==> src/rtl/simd_addsub_pipe.sv <==
// -----------------------------------------------------------------------------
// simd_addsub_pipe
//
// Two-stage packed-SIMD adder/subtractor with optional signed or unsigned
// saturation and per-lane carry/borrow and signed-overflow flags. Each 32-bit
// word of the operands is split into one 32-bit, two 16-bit or four 8-bit
// lanes, and no carry ever crosses a lane boundary.
//
// Stage 1 registers the per-byte 9-bit sums (carry chain gated by lane size).
// Stage 2 registers the saturated result and the flags.
//
// Ports:
//   clk, rst_n      clock (rising edge), asynchronous active-low reset
//   SA_FLUSH_i      synchronous clear of both in-flight stages
//   SA_VALID_i      input operation valid
//   SA_READY_o      an operation can be accepted this cycle (combinational)
//   SA_A_i, SA_B_i  packed operands
//   SA_SIZE_i       00/11 = 32-bit lanes, 01 = 16-bit, 10 = 8-bit
//   SA_OP_i         0 = A+B, 1 = A-B
//   SA_SAT_i        1 = saturate the lane result
//   SA_SIGNED_i     saturation mode: 1 = signed, 0 = unsigned
//   SA_VALID_o      result valid
//   SA_READY_i      downstream accepts the result
//   SA_R_o          packed result
//   SA_CARRY_o      carry (add) / borrow (sub), on each lane's top byte bit
//   SA_OVF_o        signed overflow, on each lane's top byte bit
// -----------------------------------------------------------------------------
module simd_addsub_pipe #(
    parameter int DATA_WIDTH = 32,
    parameter int NBYTES     = DATA_WIDTH / 8
) (
    input  logic                  clk,
    input  logic                  rst_n,
    input  logic                  SA_FLUSH_i,
    input  logic                  SA_VALID_i,
    output logic                  SA_READY_o,
    input  logic [DATA_WIDTH-1:0] SA_A_i,
    input  logic [DATA_WIDTH-1:0] SA_B_i,
    input  logic [1:0]            SA_SIZE_i,
    input  logic                  SA_OP_i,
    input  logic                  SA_SAT_i,
    input  logic                  SA_SIGNED_i,
    output logic                  SA_VALID_o,
    input  logic                  SA_READY_i,
    output logic [DATA_WIDTH-1:0] SA_R_o,
    output logic [NBYTES-1:0]     SA_CARRY_o,
    output logic [NBYTES-1:0]     SA_OVF_o
);

    // True when byte idx is the least significant byte of its lane.
    function automatic logic lane_lsb(input int idx, input logic [1:0] size);
        logic r;
        case (size)
            2'b01:   r = ((idx % 32'sd2) == 32'sd0);
            2'b10:   r = 1'b1;
            default: r = ((idx % 32'sd4) == 32'sd0);
        endcase
        return r;
    endfunction

    // Index of the most significant byte of the lane containing byte idx.
    function automatic int lane_msb(input int idx, input logic [1:0] size);
        int r;
        case (size)
            2'b01:   r = idx | 32'sd1;
            2'b10:   r = idx;
            default: r = idx | 32'sd3;
        endcase
        return r;
    endfunction

    // ---------------------------------------------------------------- handshake
    logic s1_valid_q, s1_valid_d;
    logic s2_valid_q, s2_valid_d;
    logic s1_advance_s;
    logic ready_s;
    logic accept_s;

    // Stage 1 may move on whenever stage 2 is empty or is being consumed.
    assign s1_advance_s = !s2_valid_q || SA_READY_i;
    assign ready_s      = !SA_FLUSH_i && (!s1_valid_q || s1_advance_s);
    assign accept_s     = SA_VALID_i && ready_s;
    assign SA_READY_o   = ready_s;

    // ------------------------------------------------------------ stage 1 logic
    logic [NBYTES-1:0][8:0] sum_s;
    logic [NBYTES-1:0]      a_sign_s;
    logic [NBYTES-1:0]      b_sign_s;

    // Per-byte sums; the carry between bytes is replaced by the lane's carry-in
    // (OP, i.e. the +1 of A + ~B + 1) at every lane LSB.
    always_comb begin
        logic       cy;
        logic [7:0] a_b;
        logic [7:0] b_b;
        cy       = 1'b0;
        a_b      = 8'h00;
        b_b      = 8'h00;
        sum_s    = '0;
        a_sign_s = '0;
        b_sign_s = '0;
        for (int i = 0; i < NBYTES; i++) begin
            a_b         = SA_A_i[i*8 +: 8];
            b_b         = SA_OP_i ? ~SA_B_i[i*8 +: 8] : SA_B_i[i*8 +: 8];
            cy          = lane_lsb(i, SA_SIZE_i) ? SA_OP_i : cy;
            sum_s[i]    = {1'b0, a_b} + {1'b0, b_b} + {8'h00, cy};
            cy          = sum_s[i][8];
            a_sign_s[i] = a_b[7];
            b_sign_s[i] = b_b[7];
        end
    end

    logic [NBYTES-1:0][8:0] s1_sum_q,    s1_sum_d;
    logic [NBYTES-1:0]      s1_a_sign_q, s1_a_sign_d;
    logic [NBYTES-1:0]      s1_b_sign_q, s1_b_sign_d;
    logic [1:0]             s1_size_q,   s1_size_d;
    logic                   s1_op_q,     s1_op_d;
    logic                   s1_sat_q,    s1_sat_d;
    logic                   s1_signed_q, s1_signed_d;

    // Stage 1 next state: capture on accept, flush wins over everything.
    always_comb begin
        s1_sum_d    = s1_sum_q;
        s1_a_sign_d = s1_a_sign_q;
        s1_b_sign_d = s1_b_sign_q;
        s1_size_d   = s1_size_q;
        s1_op_d     = s1_op_q;
        s1_sat_d    = s1_sat_q;
        s1_signed_d = s1_signed_q;
        if (accept_s) begin
            s1_sum_d    = sum_s;
            s1_a_sign_d = a_sign_s;
            s1_b_sign_d = b_sign_s;
            s1_size_d   = SA_SIZE_i;
            s1_op_d     = SA_OP_i;
            s1_sat_d    = SA_SAT_i;
            s1_signed_d = SA_SIGNED_i;
        end else begin
            s1_sum_d    = s1_sum_q;
        end
        if (SA_FLUSH_i) begin
            s1_valid_d = 1'b0;
        end else if (accept_s) begin
            s1_valid_d = 1'b1;
        end else if (s1_advance_s) begin
            s1_valid_d = 1'b0;
        end else begin
            s1_valid_d = s1_valid_q;
        end
    end

    // Stage 1 registers.
    always_ff @(posedge clk or negedge rst_n) begin
        if (!rst_n) begin
            s1_valid_q  <= 1'b0;
            s1_sum_q    <= '0;
            s1_a_sign_q <= '0;
            s1_b_sign_q <= '0;
            s1_size_q   <= 2'b00;
            s1_op_q     <= 1'b0;
            s1_sat_q    <= 1'b0;
            s1_signed_q <= 1'b0;
        end else begin
            s1_valid_q  <= s1_valid_d;
            s1_sum_q    <= s1_sum_d;
            s1_a_sign_q <= s1_a_sign_d;
            s1_b_sign_q <= s1_b_sign_d;
            s1_size_q   <= s1_size_d;
            s1_op_q     <= s1_op_d;
            s1_sat_q    <= s1_sat_d;
            s1_signed_q <= s1_signed_d;
        end
    end

    // ------------------------------------------------------------ stage 2 logic
    logic [NBYTES-1:0]     carry_s;
    logic [NBYTES-1:0]     ovf_s;
    logic [DATA_WIDTH-1:0] res_s;

    // Flags live on each lane's top byte: the carry-out of a subtract is the
    // inverse of the borrow, and overflow is "same operand signs, different
    // result sign" using the inverted B that was actually added.
    always_comb begin
        carry_s = '0;
        ovf_s   = '0;
        for (int i = 0; i < NBYTES; i++) begin
            if (lane_msb(i, s1_size_q) == i) begin
                carry_s[i] = s1_sum_q[i][8] ^ s1_op_q;
                ovf_s[i]   = (s1_a_sign_q[i] == s1_b_sign_q[i]) &&
                             (s1_sum_q[i][7] != s1_a_sign_q[i]);
            end else begin
                carry_s[i] = 1'b0;
                ovf_s[i]   = 1'b0;
            end
        end
    end

    // Saturation replaces every byte of a lane using that lane's top-byte flags.
    always_comb begin
        int m;
        m     = 0;
        res_s = '0;
        for (int i = 0; i < NBYTES; i++) begin
            m = lane_msb(i, s1_size_q);
            if (s1_sat_q && s1_signed_q && ovf_s[m]) begin
                if (i == m) begin
                    res_s[i*8 +: 8] = s1_a_sign_q[m] ? 8'h80 : 8'h7F;
                end else begin
                    res_s[i*8 +: 8] = s1_a_sign_q[m] ? 8'h00 : 8'hFF;
                end
            end else if (s1_sat_q && !s1_signed_q && carry_s[m]) begin
                res_s[i*8 +: 8] = s1_op_q ? 8'h00 : 8'hFF;
            end else begin
                res_s[i*8 +: 8] = s1_sum_q[i][7:0];
            end
        end
    end

    logic [DATA_WIDTH-1:0] s2_r_q,     s2_r_d;
    logic [NBYTES-1:0]     s2_carry_q, s2_carry_d;
    logic [NBYTES-1:0]     s2_ovf_q,   s2_ovf_d;

    // Stage 2 next state: load from stage 1 when it advances, otherwise hold.
    always_comb begin
        s2_r_d     = s2_r_q;
        s2_carry_d = s2_carry_q;
        s2_ovf_d   = s2_ovf_q;
        if (s1_advance_s && s1_valid_q) begin
            s2_r_d     = res_s;
            s2_carry_d = carry_s;
            s2_ovf_d   = ovf_s;
        end else begin
            s2_r_d     = s2_r_q;
        end
        if (SA_FLUSH_i) begin
            s2_valid_d = 1'b0;
        end else if (s1_advance_s) begin
            s2_valid_d = s1_valid_q;
        end else begin
            s2_valid_d = s2_valid_q;
        end
    end

    // Stage 2 registers.
    always_ff @(posedge clk or negedge rst_n) begin
        if (!rst_n) begin
            s2_valid_q <= 1'b0;
            s2_r_q     <= '0;
            s2_carry_q <= '0;
            s2_ovf_q   <= '0;
        end else begin
            s2_valid_q <= s2_valid_d;
            s2_r_q     <= s2_r_d;
            s2_carry_q <= s2_carry_d;
            s2_ovf_q   <= s2_ovf_d;
        end
    end

    assign SA_VALID_o = s2_valid_q;
    assign SA_R_o     = s2_r_q;
    assign SA_CARRY_o = s2_carry_q;
    assign SA_OVF_o   = s2_ovf_q;

endmodule

==> config.mk <==
export PLATFORM = sky130hd
export DESIGN_NAME = simd_addsub_pipe
export DESIGN_NICKNAME = d
export VERILOG_FILES = /design/src/rtl/simd_addsub_pipe.sv
export SDC_FILE = /design/constraint.sdc
export NUM_CORES = 1
export LEC_CHECK = 0
export CELL_PAD_IN_SITES_DETAIL_PLACEMENT = 1
export CELL_PAD_IN_SITES_GLOBAL_PLACEMENT = 2
export CORE_MARGIN = 2
export CORE_UTILIZATION = 34
export CTS_CLUSTER_SIZE = 10
export DETAILED_ROUTE_END_ITERATION = 10
export PLACE_DENSITY_LB_ADDON = 0.1
export SLEW_MARGIN = 25
export SYNTH_ARGS = -nofsm -noshare
export SYNTH_HDL_FRONTEND = slang
export SYNTH_SLANG_ARGS = --single-unit
==> constraint.sdc <==
create_clock -name clk -period 3.5 [get_ports clk]
set_input_delay 0.525 -clock clk [delete_from_list [all_inputs] [get_ports clk]]
set_output_delay 0.525 -clock clk [all_outputs]
set_load 0.02 [all_outputs]
==> impl_results.md <==
* Result of the run: finished with violations
* Violated checks: setup timing
* Post-route clock skew at 0.00974 ns
* Required time of the critical path at 3.74 ns
* Non-filler instance count after layout at 1084
* Die footprint at 18600 µm²
* Number of slew-limit violations in the final report at 0
* RSZ-0062 raised after global routing: yes
* Final Hold Fails at 0
* Maximum level of the CTS H-tree at 3
* Number of cells in the design after placement at 1046
* Worst Setup Slack, final at -2.93 ns
* Buffers on Ports at 115
* Number of antenna violations at the first check in global routing at 0
* TritonCTS clock tree: built
* Count of flip-flops with a built-in enable after synthesis at 0
* Post-synthesis async set-or-reset flop share at 1.00
* Area of the core at 17200 µm²
* Detailed-routing iteration count for the pre-antenna-repair pass at 4
* Maximum number of pins on one net before global-route repair at 36
* Wirelength per Cell at 18.1 µm
* CTS Buf Count at 9
* DRC violation count after routing at 0
* Yosys warning count at 0
* Min Tclk post-route at 6.43 ns
* Slew @ Worst Pin at 0.787 ns
* DP Worst Slack at -3.57 ns
* Class of the most critical setup path: in2reg
* Power Dens Cells at 521 nW/µm²
* Number of global-route vias before repair at 6215
* Number of flip-flops and latches in the synthesized netlist at 91
* Hold-fix buffers, CTS at 0
* Worst-case headroom to the max-slew limit at 0.475
* Post-Synthesis Cells at 661
* Area of the mapped netlist at 5970 µm²
* Crit share post-route at 1.84
* Number of inserted diodes at 0
* Number of maximum-capacitance constraint violations at 0
* Initial detailed-routing violation count at 260
* Net count after synthesis at 774
* Post-DP HPWL at 14400 µm
* Reported leakage power at 3.79 nW
* Count of final setup violators at 20
* Clock tree root buffer cell: sky130_fd_sc_hd__clkbuf_16
* Effective utilization at floorplan at 0.346
* Area growth from synthesis to layout at 43.9%
* CP max stage cell: sky130_fd_sc_hd__fa_2
* Standard-cell row count at 48
* Sequential share of the synthesized area at 0.382
* Final RePlAce weighted congestion at 0.850
* CTS clk-pin slew, worst paths at 0.07 ns
* Largest stage delay, worst path at 0.36 ns
* Total negative slack at -34.01 ns
* Post-route ant nets at 0
* Reg-to-reg slack, setup at 0.90 ns
* Max Fanout on Critical Path at 6
* Sum of overflow across all layers after global routing at 0
* Layout cells sized above 1 at 0.212
* Wire length of the first global-routing pass at 32600 µm
* Vias at 5651
* Worst vdd rail ir drop at 247 µV
* Post-layout total power at 4.47 mW
* Kind of end point of the critical path: register
* WP data arrival at 6.67 ns
* Total I/O pin count at 116
* Avg Synthesized Cell Area at 9.03 µm²
* Hold Crit Class: in2async
* Achievable Freq at 155 MHz
* Clock sink total at 91
* Chip width at 136 µm
* Via-to-Cell Ratio at 5.21
* Total Nets Final at 967
* Overall Global Routing Usage at 0.226
* Clk_lat worst skew at 0.35 ns
* Startpoint type of the worst setup path: input port
* Die span in y at 136 µm
* Distinct cells, synth at 56
* Worst-case clock buffer depth at 2
* Flip-flop cell with the highest count after synthesis: sky130_fd_sc_hd__dfrtp_1
* Post-Route WL at 19600 µm
kinds of logic after synthesis:
family / count (synthesis) / share of synthesized area
simple gates: 230 / 0.187
xor+xnor: 43 / 0.0631
mux: 7 / 0.0191
fa+ha+maj: 39 / 0.0906
compound gates: 203 / 0.226
flops: 91 / 0.382
buf+inv: 48 / 0.0325
worst paths after layout:
check                                            endpoint  depth (start not counted)                       from
max in group asynchronous        s1_sum_q[28]$_DFFE_PN0P_                          2                      rst_n
worst max-delay path             s1_sum_q[33]$_DFFE_PN0P_                         30                    SA_OP_i
min in group clk                SA_CARRY_o[3]$_DFFE_PN0P_                          2  SA_CARRY_o[3]$_DFFE_PN0P_
worst min-delay path               SA_R_o[10]$_DFFE_PN0P_                          1                      rst_n
worst max register to register      SA_R_o[6]$_DFFE_PN0P_                          8   s1_size_q[0]$_DFFE_PN0P_
worst min register to register  SA_CARRY_o[3]$_DFFE_PN0P_                          2  SA_CARRY_o[3]$_DFFE_PN0P_
metal layers:
metal | vias to the layer above | global-route usage | routed length, µm
met3 | 30 | 0.0242 | 635
met2 | 103 | 0.379 | 9480
li1 | 2729 | - | -
met1 | 2789 | 0.300 | 9080
met5 | - | 0 | 0
met4 | 0 | 0.0839 | 437
final cells by class:
class | count | area (µm²)
fill | 1956 | 8650
multi-input combinational | 522 | 3750
sequential | 91 | 2280
timing repair buffer | 212 | 1910
tap | 225 | 282
clock buffer | 12 | 256
inverter | 18 | 67.6
clock inverter | 4 | 48.8
flip-flops by register name, indices dropped and copies added (netlist names), 2 cells and up:
register     flops
SA_CARRY_o       4
SA_OVF_o         4
SA_R_o          32
s1_a_sign_q      4
s1_b_sign_q      4
s1_size_q        2
s1_sum_q        36
placed cells by master (no fill, tap or decap), drive strengths merged, types with 15 or more instances in the layout:
cell             n
or3             18
xor2            37
a21o            15
clkdlybuf4s50  103
o21ai           45
nor2            62
dfrtp           91
buf            103
a211oi          18
a21oi           56
nand2           85
o21a            21
inv             18
ha              32
nor3            15
report_power, final:
group          internal, mW  switching, mW
Sequential             1.31          0.240
Combinational         0.953          0.958
Clock                 0.592          0.425
worst max-delay path, delay by kind of cell:
family	cells	cell delay [ns]
fa+ha+maj	7	1.91
simple gates	5	0.62
buf+inv	2	0.18
compound gates	15	3.28
xor+xnor	1	0.14
what timing repair did:
item,4_1_cts,5_1_grt
buffers inserted,42,11
pin swaps,26,21
gates resized for setup,73,16
setup endpoints to repair,23,21
hold endpoints to repair,0,0
per-stage QoR:
step | util | hold WS (ns) | cell area [µm²]
floorplan | - | 0.229 | 6060
global placement | 0.458 | 0.459 | 7890
detailed placement | 0.458 | 0.463 | 7890
CTS | 0.503 | 0.120 | 8670
global route | 0.498 | 0.131 | 8590
finish | 0.498 | 0.102 | 8590
synth_stat cells, types with 11 or more instances:
| master | instances | area (µm²) |
|---|---|---|
| sky130_fd_sc_hd__o21a_1 | 21 | 158 |
| sky130_fd_sc_hd__a21o_1 | 15 | 113 |
| sky130_fd_sc_hd__ha_1 | 32 | 400 |
| sky130_fd_sc_hd__o21ai_0 | 44 | 220 |
| sky130_fd_sc_hd__nor2_1 | 61 | 229 |
| sky130_fd_sc_hd__nor2b_1 | 11 | 68.8 |
| sky130_fd_sc_hd__dfrtp_1 | 91 | 2280 |
| sky130_fd_sc_hd__nor3_1 | 14 | 70.1 |
| sky130_fd_sc_hd__or3_1 | 18 | 113 |
| sky130_fd_sc_hd__inv_1 | 18 | 67.6 |
| sky130_fd_sc_hd__xor2_1 | 37 | 324 |
| sky130_fd_sc_hd__nand2_1 | 85 | 319 |
| sky130_fd_sc_hd__o31ai_1 | 13 | 97.6 |
| sky130_fd_sc_hd__a21oi_1 | 56 | 280 |
| sky130_fd_sc_hd__clkbuf_1 | 21 | 78.8 |
Power figures use the tool's default switching activity.
==> variant 1 (same flow settings) <==
The parameter `DATA_WIDTH` goes from 32 to 40.
--- a/src/rtl/simd_addsub_pipe.sv
+++ b/src/rtl/simd_addsub_pipe.sv
@@ -27,5 +27,5 @@
 // -----------------------------------------------------------------------------
 module simd_addsub_pipe #(
-    parameter int DATA_WIDTH = 32,
+    parameter int DATA_WIDTH = 40,
     parameter int NBYTES     = DATA_WIDTH / 8
 ) (
Interface: changed (5 resized); port bits go from 116 to 142. The function was not compared with the original's and may differ.
==> variant 1 against the unedited design <==
- the run still ends with setup timing left
- clock power increased by 6%
- critical endpoint is now s1_sum_q[35]
- worst setup slack improved by 76 ps
- power increased by 17%
- design area increased by 15%
- synthesized area increased by 18%
- sequential cell count increased by 21
- critical path type unchanged
- routed wire length increased by 5.2%
- first-iteration DRC count decreased by 8.5%
==> variant 1: results (changes against the unedited design) <==
half-perimeter wire length after detailed placement 15.97 mm (+11%); violated checks setup timing; cell area after placement 9280 µm² (+18%); Worst path slowest cell sky130_fd_sc_hd__fa_2; flip-flop count of the largest register after layout 45 (+25%); Port Buffer Count 141 (+23%); commonest cells in the netlist 112 x sky130_fd_sc_hd__dfrtp_1, 84 x sky130_fd_sc_hd__nand2_1, 52 x sky130_fd_sc_hd__xor2_1, 44 x sky130_fd_sc_hd__o21ai_0, 41 x sky130_fd_sc_hd__ha_1; path category of the worst min-delay check input pin to async pin; proportion of synthesized chip area in sequential cells 0.3965 (+0.01475); final count of negative-setup-slack endpoints 20 (unchanged); routability cong. 0.8487 (-0.16%); Root Driver sky130_fd_sc_hd__clkbuf_16; final worst slack -2857 ps (+75.90 ps); antenna diode count 0 (unchanged); Worst Clk Skew 8.859 ps (-0.8798 ps); Clock Tree Buf Depth 2 (unchanged); status complete, but fails checks; Max rail drop VDD 241.5 µV (-2.1%); largest driver fanout on the critical path 2 (-4); CTS clock-pin slew for the worst setup and hold paths 70 ps (about the same); post-synth net total 859 (+11%); count of distinct cell types in the synthesized netlist 56 (unchanged); area fraction of the dominant cell type after synthesis 0.3965 (+0.01475); Post-layout nets 1069 (+11%); overall via count from detail_route 6138 (+8.6%); number of CTS-inserted buffers 9 (unchanged); DR pass1 iterations 4 (unchanged); arrival time of the worst setup path 6590 ps (-80 ps); Yosys warnings 0 (unchanged); Final TNS setup -34070 ps (-52.00 ps); setup slack after placement -3616 ps (-44.22 ps); largest net degree at the start of global routing 62 (+72%); slowest stage delay, CP 440 ps (+80 ps); static leakage 4.404 nW (+16%); via count of the first global-routing pass 6719 (+8.1%); wire length of the first global-routing pass 34.16 mm (+4.9%); top cells by area, synth sky130_fd_sc_hd__dfrtp_1 40%, sky130_fd_sc_hd__ha_1 7.3%, sky130_fd_sc_hd__xor2_1 6.4%; starting DRC count in detailed routing 238 (-8.5%); clock latency at the later pin of the worst-skew pair 360 ps; actual slew at the worst max-slew pin 864.6 ps (+77.13 ps); largest register by flop count s1_sum_q; count of filler cells inserted in the layout 2290 (+17%); antenna violations before repair 0 (unchanged); deepest level of the CTS H-tree 3 (unchanged); average wire length per cell after detail routing 17.15 µm (-5.3%); register cell area after layout 2803 µm² (+23%); share of final-layout standard cells stronger than drive strength 1 0.1949 (-0.01701); All-Layer GR Usage 0.1933 (-0.03232); share of flip-flops with an asynchronous set or reset 1.000 (unchanged)
==> variant 1: changes by cell type after synthesis, sizes merged, moves of 8 or more <==
| cell | unedited run | this run |
|---|---|---|
| a21o | 15 | 26 |
| a21oi | 56 | 31 |
| dfrtp | 91 | 112 |
| ha | 32 | 41 |
| mux2 | 2 | 19 |
| mux2i | 2 | 10 |
| nor2 | 62 | 38 |
| o211ai | 10 | 2 |
| or3 | 18 | 3 |
| xor2 | 37 | 52 |
==> variant 1: critical path: cells and delay by family <==
kind	cells	cell delay [ps]
compound gates	16	3250
mux	1	220
fa+ha+maj	7	1990
buf+inv	3	400
simple gates	4	220
==> variant 1: metrics by stage <==
| stage | power [mW] | hold slack, ps | util | std cells |
|---|---|---|---|---|
| 6_report | 5.242 | 189.5 | 0.4866 | 1204 |
| 2_1_floorplan | 3.138 | 229.4 | - | 720 |
| 4_1_cts | 5.257 | 237.6 | 0.4809 | 1197 |
| 3_3_place_gp | 4.026 | 458.7 | 0.4572 | 1166 |
| 5_1_grt | 5.598 | 271.8 | 0.4866 | 1204 |
| 3_5_place_dp | 4.092 | 461.6 | 0.4572 | 1166 |
==> variant 1: cell families after synthesis <==
group,Yosys count,synth area share
buf+inv,54,0.02973
xor+xnor,65,0.08053
flops,112,0.3965
mux,31,0.05080
compound gates,210,0.2106
fa+ha+maj,49,0.09522
simple gates,199,0.1366
==> variant 1: layout make-up <==
cell class / instances / area share
Clock inverter: 2 / 0.003800
Timing Repair Buffer: 231 / 0.2148
Tap cell: 270 / 0.03420
Sequential cell: 112 / 0.2838
Clock buffer: 13 / 0.02736
Multi-Input combinational cell: 554 / 0.4277
Inverter: 22 / 0.008361
==> variant 1: power by group <==
| part | internal [mW] | switching, mW |
|---|---|---|
| Clock | 0.611 | 0.473 |
| Combinational | 1.16 | 1.11 |
| Sequential | 1.64 | 0.253 |
| Total | 3.41 | 1.84 |
==> variant 1: path summary, 6_finish.rpt <==
path                               from      endpoint  slack [ps]  cells past startpoint
setup reg to reg           s1_size_q[0]     SA_R_o[7]         850                      7
max in group asynchronous         rst_n     SA_R_o[5]        2510                      2
hold / removal                    rst_n  s1_sum_q[30]         190                      1
setup / recovery              SA_B_i[0]  s1_sum_q[35]       -2860                     31
hold reg to reg            s1_sum_q[14]  s1_sum_q[14]         470                      2
min in group clk              SA_B_i[0]   s1_sum_q[0]         450                      3
==> variant 1: routing by layer <==
layer	global-route usage	wire [µm]
met4	0.05286	268
met1	0.2527	9459
met3	0.02301	557
met2	0.3389	10370
met5	0	0
==> variant 1: repair_timing <==
action | CTS | global route
resized for setup | 44 | 11
pin swaps | 46 | 29
buffers inserted | 16 | 10
setup endpoints to repair | 23 | 22
==> variant 2 (same flow settings) <==
Without the edit above. Register the output `SA_OVF_o` once more, cleared by the reset; this adds one clock of latency there. The other outputs are not delayed to match.
--- a/src/rtl/simd_addsub_pipe.sv
+++ b/src/rtl/simd_addsub_pipe.sv
@@ -260,5 +260,11 @@
     assign SA_R_o     = s2_r_q;
     assign SA_CARRY_o = s2_carry_q;
-    assign SA_OVF_o   = s2_ovf_q;
+    always_ff @(posedge clk or negedge rst_n) begin
+        if (!rst_n) begin
+            SA_OVF_o <= '0;
+        end else begin
+            SA_OVF_o <= s2_ovf_q;
+        end
+    end
 
 endmodule
Function: changed (Yosys sat finds a counterexample within 4 cycles, from zero or initial values and one cycle with rst_n low).
==> variant 2 against the unedited design <==
- the flow still finishes with violations (setup timing)
- sequential cell count up 4
- design area up 1.1%
- worst setup slack improved by 140 ps
- synthesized area grew 1.7%
- fmax rose by 2.3%
- power is 1.9% higher
- critical endpoint unchanged
- first-iteration DRC count decreased by 16%
- routed wire length down 2.2%
- clock skew shrank 0.69 ps
- global-route usage fell by 1.0 points
==> variant 2: results (changes against the unedited design) <==
Avg Vias per Cell 5.168 (-0.87%); All-Layer GR Usage 0.2154 (-0.01015); top cells by area, synth sky130_fd_sc_hd__dfrtp_1 39%, sky130_fd_sc_hd__ha_1 6.6%, sky130_fd_sc_hd__xor2_1 5.3%; Total Wirelength 19.19 mm (-2.2%); actual slew at the worst max-slew pin 795.6 ps (+8.151 ps); starting DRC count in detailed routing 219 (-16%); post-synth net total 778 (+0.52%); half-perimeter wire length after detailed placement 14.72 mm (+2.1%); post-synthesis xor/xnor area fraction 0.06209 (-0.001042); Worst Clk Skew 9.053 ps (-0.6859 ps); routability cong. 0.8285 (-2.5%); status complete, but fails checks; count of filler cells inserted in the layout 1965 (+0.46%); cell area after placement 8004 µm² (+1.4%); final worst slack -2790 ps (+142.4 ps); Switch Pwr 1.620 mW (-0.19%); Post-Synth Adder-Cell Area 0.08911 (-0.001495); final count of negative-setup-slack endpoints 19 (-5.0%); compound-cell area share of the yosys netlist 0.2226 (-0.003734); commonest cells in the netlist 95 x sky130_fd_sc_hd__dfrtp_1, 85 x sky130_fd_sc_hd__nand2_1, 61 x sky130_fd_sc_hd__nor2_1, 56 x sky130_fd_sc_hd__a21oi_1, 44 x sky130_fd_sc_hd__o21ai_0; Post-layout nets 980 (+1.3%); violated checks setup timing; wire length of the first global-routing pass 31.46 mm (-3.4%); proportion of synthesized chip area in sequential cells 0.3919 (+0.01020); via count of the first global-routing pass 6126 (-1.4%); share of final-layout standard cells stronger than drive strength 1 0.2122 (+0.0002817); Final TNS setup -30050 ps (+3962 ps); largest driver fanout on the critical path 2 (-4); Max rail drop VDD 240.0 µV (-2.7%); arrival time of the worst setup path 6540 ps (-130 ps)
## variant 2: cell count changes after synthesis
| cell | change |
|---|---|
| sky130_fd_sc_hd__dfrtp_1 | +4 |
## variant 2: cells by family after synthesis
| family | after synthesis |
|---|---|
| and+or+nand+nor | 230 |
| AOI/OAI and AO/OA | 203 |
| DFF | 95 |
| buffers and inverters | 48 |
| xor gates and xnor gates | 43 |
| adders and majority gates | 39 |
| muxes | 7 |
## variant 2: worst paths after layout
kind / start / endpoint / slack [ps] / cells after the start
max reg2reg: s1_size_q[0] / SA_R_o[6] / 960 / 8
max in group asynchronous: rst_n / s1_sum_q[27] / 2550 / 2
min: rst_n / SA_VALID_o / 150 / 1
min in group clk: s2_ovf_q[3] / SA_OVF_o[3] / 380 / 0
min reg2reg: s2_ovf_q[3] / SA_OVF_o[3] / 380 / 0
max: SA_A_i[2] / s1_sum_q[33] / -2790 / 29
## variant 2: per-layer routing
| layer | global-route usage | part of all wire | vias up | wire length, µm |
|---|---|---|---|---|
| met1 | 0.2990 | 0.47 | 2773 | 9097 |
| met3 | 0.03348 | 0.036 | 20 | 694 |
| met2 | 0.3496 | 0.48 | 116 | 9138 |
| met5 | 0 | 0 | - | 0 |
| met4 | 0.05842 | 0.014 | 0 | 261 |
| li1 | - | - | 2760 | - |
## variant 2: critical path, delay by kind of cell
family / cells / cell delay, ps
adder cells (fa/ha/maj): 7 / 1900
buffers and inverters: 2 / 310
AO/OA/AOI/OAI: 15 / 3170
AND/OR/NAND/NOR: 5 / 620
## variant 2: timing repair
| action | CTS | global route |
|---|---|---|
| setup endpoints to repair | 23 | 20 |
| buffers inserted | 25 | 11 |
| resized for setup | 47 | 24 |
| pin swaps | 16 | 23 |
| cloned | 0 | 0 |
## variant 2: power by group through the flow
stage / clock network [mW] / logic (mW) / registers, mW
2_1_floorplan: 0 / 0.879 / 1.68
6_report: 1.06 / 1.90 / 1.60
5_1_grt: 1.13 / 2.09 / 1.64
3_3_place_gp: 0 / 1.72 / 1.60
3_5_place_dp: 0 / 1.76 / 1.62
4_1_cts: 1.08 / 1.85 / 1.60
## variant 2: stage by stage
step	instances	utilization	hold WS [ps]
4_1_cts	1094	0.4931	171.2
2_1_floorplan	665	-	229.4
6_report	1097	0.5003	152.8
5_1_grt	1097	0.5003	190.1
3_5_place_dp	1053	0.4611	366.4
3_3_place_gp	1053	0.4611	358.4
## variant 2: cell type report
type | count | area [µm²] | share of cell area
sequential | 95 | 2377 | 0.2738
tap | 225 | 281.5 | 0.03242
multi-input combinational | 522 | 3684 | 0.4242
clock inverter | 4 | 70.07 | 0.008069
clock buffer | 12 | 236.5 | 0.02723
timing repair buffer | 221 | 1967 | 0.2265
inverter | 18 | 67.56 | 0.007781
